===== src/rtl/cfg_shift_loader.sv =====
// Serial configuration loader: fills a shadow register LANES bits per enable beat and
// transfers it to the active configuration on commit, with chaining, abort and lock.
module cfg_shift_loader #(
  parameter int N         = 32,
  parameter int LANES     = 1,
  parameter bit MSB_FIRST = 1'b1,
  parameter bit ONE_SHOT  = 1'b1
) (
  input  logic             clk,
  input  logic             reset_n,
  input  logic             enable,
  input  logic [LANES-1:0] data_in,
  input  logic             commit,
  input  logic             abort,
  output logic [N-1:0]     data_out,
  output logic [LANES-1:0] data_so,
  output logic             loaded,
  output logic             locked,
  output logic             commit_err
);

  localparam int BEATS = N / LANES;
  localparam int CW    = $clog2(BEATS + 1);

  if (N < 1 || LANES < 1 || (N % LANES) != 0) begin : g_bad_params
    $error("cfg_shift_loader: N must be a positive multiple of LANES");
  end

  logic [N-1:0]  shadow;
  logic [N-1:0]  shift_next;
  logic [CW-1:0] count;
  logic          locked_q;

  // Newest beat enters at the low end (MSB first) or the high end (LSB first), so the
  // oldest retained beat is always the one presented on data_so.
  if (N == LANES) begin : g_single
    assign shift_next = data_in;
    assign data_so    = shadow;
  end else if (MSB_FIRST) begin : g_msb
    assign shift_next = {shadow[N-LANES-1:0], data_in};
    assign data_so    = shadow[N-1 -: LANES];
  end else begin : g_lsb
    assign shift_next = {data_in, shadow[N-1:LANES]};
    assign data_so    = shadow[LANES-1:0];
  end

  assign loaded = (count == CW'(BEATS));
  assign locked = ONE_SHOT && locked_q;

  // NOTE: sequential state uses non-blocking assignments so every flop samples the
  // pre-edge values; blocking here would let shadow/count ordering change behaviour.
  always_ff @(posedge clk or negedge reset_n) begin
    if (!reset_n) begin
      shadow     <= '0;
      count      <= '0;
      data_out   <= '0;
      locked_q   <= 1'b0;
      commit_err <= 1'b0;
    end else if (!locked) begin
      if (abort) begin
        shadow <= '0;
        count  <= '0;
      end else if (commit) begin
        // Shadow is kept on commit so a downstream loader can still be fed from data_so.
        if (loaded) begin
          data_out <= shadow;
          if (ONE_SHOT) locked_q <= 1'b1;
        end else begin
          commit_err <= 1'b1;
        end
        count <= '0;
      end else if (enable) begin
        shadow <= shift_next;
        if (!loaded) count <= count + CW'(1);
      end
    end
  end

endmodule


===== config.mk =====
export PLATFORM = sky130hd
export DESIGN_NAME = cfg_shift_loader
export DESIGN_NICKNAME = d
export VERILOG_FILES = /design/src/rtl/cfg_shift_loader.sv
export SDC_FILE = /design/constraint.sdc
export NUM_CORES = 1
export LEC_CHECK = 0
export ABC_AREA = 1
export BUFFER_PORTS_ARGS = -buffer_cell sky130_fd_sc_hd__buf_2
export CORE_MARGIN = 2
export CORE_UTILIZATION = 45
export CTS_BUF_LIST = sky130_fd_sc_hd__clkbuf_8 sky130_fd_sc_hd__clkbuf_16
export DETAILED_ROUTE_END_ITERATION = 10
export PLACE_DENSITY = 0.71
export SYNTH_ARGS = -nofsm -noshare
export SYNTH_HDL_FRONTEND = slang
export SYNTH_SLANG_ARGS = --single-unit

===== constraint.sdc =====
create_clock -name clk -period 1.8 [get_ports clk]
set_input_delay 0.18 -clock clk [delete_from_list [all_inputs] [get_ports clk]]
set_output_delay 0.18 -clock clk [all_outputs]
set_load 0.1 [all_outputs]

==> metrics.log <==
INFO  metric netSwitchingPower = 0.702 mW
INFO  metric numCtsBuffers = 9
INFO  metric clock-sinks = 72
INFO  metric min_period_over_period = 0.922
INFO  metric tritoncts = built
INFO  metric final_area = 0.00350 mm^2
INFO  metric fin_worst_skew = 0.00974 ns
INFO  metric cts_setup_buffers = 0
INFO  metric run_status = finished clean
INFO  metric gp_routability_congestion = 0.714
INFO  metric dieWidth = 86.0 um
INFO  metric final_critical_path_setup_slack = 0.140 ns
INFO  metric syn-instance-count = 276
INFO  metric worstMarginPinSlew = 0.489 ns
INFO  metric portBuffers = 41
INFO  metric timing.fmax = 603 MHz
INFO  metric comb_power_share = 0.058
INFO  metric wire_per_inst = 12.5 um
INFO  metric cts.path.max_buffers = 2
INFO  metric leakage = 1.77 nW
INFO  metric grt_overflow = 0
INFO  metric num_vias = 1977
INFO  metric htree_levels = 3
INFO  metric final_sum_of_negative_setup_slack = 0 ns
INFO  metric hold_class = in2reg
INFO  metric seq_area = 0.00180 mm^2
INFO  metric timing.critical_path.from_type = flip-flop
INFO  metric fp-row-count = 29
INFO  metric syn2layout_area_growth = 15.7%
INFO  metric timing.final.hold_violations = 0
INFO  metric fillCellCount = 581
INFO  metric globalRouteTotalUtil = 0.154
INFO  metric syn_nets = 284
INFO  metric synthesis.yosys.warnings = 0
INFO  metric period_needed = 1.66 ns
INFO  metric detailroute.wirelength.met2 = 2.33 mm
INFO  metric route.final.wire_length = 5.04 mm
INFO  metric clock_latency = 0.34 ns
INFO  metric postRouteAntennaNets = 0
INFO  metric floorplan.io_pins = 42
INFO  metric pre_cts_slack = 0.216 ns
INFO  metric post_synth_instance_area = 0.00302 mm^2
INFO  metric grt_max_degree = 41
INFO  metric timing_max_transition_violations_final = 0
INFO  metric layout.core_utilization = 0.545
INFO  metric initial_antenna_violation_count = 0
INFO  metric detailed_place.area = 0.00332 mm^2
INFO  metric drive_gt1_frac = 0.417
INFO  metric dr.max_layer_used = met4
INFO  metric critical_path_class = reg2out
INFO  metric power.ir.vdd_worst = 0.000446 V
INFO  metric clock_root_cell = clkbuf_8
INFO  metric timing.critical_path.required = 1.62 ns
INFO  metric path_max_fanout = 5
INFO  metric count_of_state_elements_after_synthesis = 72
INFO  metric floorplan.core_area = 0.00642 mm^2
INFO  metric via_per_inst = 4.91
INFO  metric power_switching_share = 0.239
INFO  metric die-height = 86.0 um
INFO  metric clkTransAtPathRegs = 0.07 ns
INFO  metric dr.first_iter.drc_count = 109
INFO  metric total_routed_wire_length_on_the_met1_layer = 2.45 mm
INFO  metric crit_path_end_kind = output pin
INFO  metric die_area = 0.00739 mm^2
INFO  metric drt-pass1-iter-count = 4
INFO  metric multi_input_comb_area = 976 um^2
INFO  metric max-slew-margin-rel = 0.676
INFO  metric rsz_0062_raised_after_global_routing = no
INFO  metric synthDistinctLibCells = 22
INFO  metric final_cell_count_no_fill = 403
INFO  metric n_antenna_cell = 0
INFO  metric synth_area_per_inst = 11.0 um^2
INFO  metric met3_wirelength = 208 um
INFO  metric power_frac_clock = 0.368
INFO  metric maxCapViolations = 0
INFO  metric worst_ep_arrival_time = 1.48 ns
INFO  metric post-dp-hpwl = 3.34 mm
INFO  metric global_route_wire_length_before_repair = 8.96 mm
INFO  metric synth_sequential_area_ratio = 0.596
INFO  metric power_density_of_the_placed_cells = 840 mW/mm^2
INFO  metric power_report.internal_total = 2.23 mW
INFO  metric finish.net_count = 329
INFO  metric dpl_cells = 386
INFO  metric detail_route.drc_violations = 0
INFO  metric whs = 0.0862 ns
INFO  metric grt_pass1_vias = 1935
INFO  metric setup_viol_count_final = 0
INFO  metric seq_power_share = 0.574
INFO  metric start_util = 0.471
INFO  metric report.power.total = 2.94 mW
-- registers in the layout, indices dropped and copies added, names as in the netlist --
signal,count
count,6
shadow,32
commit_err,1
locked,1
data_out,32
-- logic make-up (layout without fill, tap and decap cells) --
| logic type | Yosys count | in the layout | synth area share |
|---|---|---|---|
| buffers and inverters | 56 | 106 | 0.0919 |
| adders and majority gates | 2 | 2 | 0.00828 |
| AOI/OAI and AO/OA | 75 | 75 | 0.178 |
| and+or+nand+nor | 71 | 71 | 0.125 |
| DFF | 72 | 72 | 0.596 |
-- path summary, 6_finish.rpt --
path	from	slack, ns	cells after the start	endpoint
max	count[0]$_DFFE_PN0P_	0.14	5	loaded
min	data_in	0.09	3	shadow[0]$_DFFE_PN0P_
min reg2reg	data_out[30]$_DFFE_PN0P_	0.48	2	data_out[30]$_DFFE_PN0P_
min in group asynchronous	reset_n	0.32	2	count[2]$_DFFE_PN0P_
max in group asynchronous	reset_n	0.92	3	shadow[9]$_DFFE_PN0P_
max reg2reg	count[0]$_DFFE_PN0P_	0.22	8	data_out[13]$_DFFE_PN0P_
-- synthesized netlist by cell type --
cell type,instances,area share
nand3_1,8,0.013
a21o_1,1,0.0025
nand2_2,22,0.046
o22ai_1,31,0.064
ha_1,2,0.0083
o21ai_1,6,0.0099
nand2_1,30,0.037
inv_2,4,0.0050
o21ai_2,32,0.093
nand2_4,1,0.0037
nand3_2,2,0.0066
buf_2,3,0.0050
buf_6,7,0.026
o21ai_0,4,0.0066
nor2_4,3,0.011
o21bai_1,1,0.0025
nor2_2,1,0.0021
inv_1,39,0.048
dfrtp_1,72,0.60
buf_4,3,0.0074
nor2_1,3,0.0037
or2_2,1,0.0021
-- cell type report --
type	instances	area share
Sequential cell	72	0.515
Multi-Input combinational cell	148	0.279
Timing Repair Buffer	47	0.0844
Inverter	43	0.0462
Clock buffer	10	0.0394
Tap cell	77	0.0275
Clock inverter	6	0.00823
-- metal layers --
layer | vias to the layer above | global-route usage
li1 | 994 | -
met1 | 941 | 0.218
met2 | 36 | 0.228
met3 | 6 | 0.0404
met4 | 0 | 0.0606
met5 | - | 0
-- power groups by stage --
stage                     Sequential, mW  Clock [mW]  Combinational (mW)
after floorplan                     1.73           0              0.0917
after global placement              1.72           0               0.169
after detailed placement            1.72           0               0.172
after CTS                           1.69        1.11               0.175
after global routing                1.69        1.18               0.199
final                               1.69        1.08               0.170
-- critical path: stages (launching register included) --
cell and delay, ns:
dfrtp_1 0.42, inv_2 0.10, ha_4 0.12, nand3_2 0.07, nor2_4 0.21, buf_12 0.20
-- cell usage in the layout (no fill, tap or decap), drive strengths merged --
cell type     n
nor2          7
nand3        10
buf          46
inv          46
clkinvlp      1
nand2        53
ha            2
o22ai        31
o21ai        42
clkinv        2
dfrtp        72
dlygate4sd3   1
o21bai        1
clkbuf       10
a21o          1
or2           1
-- what timing repair did --
item                                    in CTS  in global routing
endpoints found under the setup margin       0                  0
hold buffers                                 1                  0
hold endpoints to repair                    32                  0
gates resized for setup                      0                  0
No activity file was read; power rests on OpenSTA's default activity.
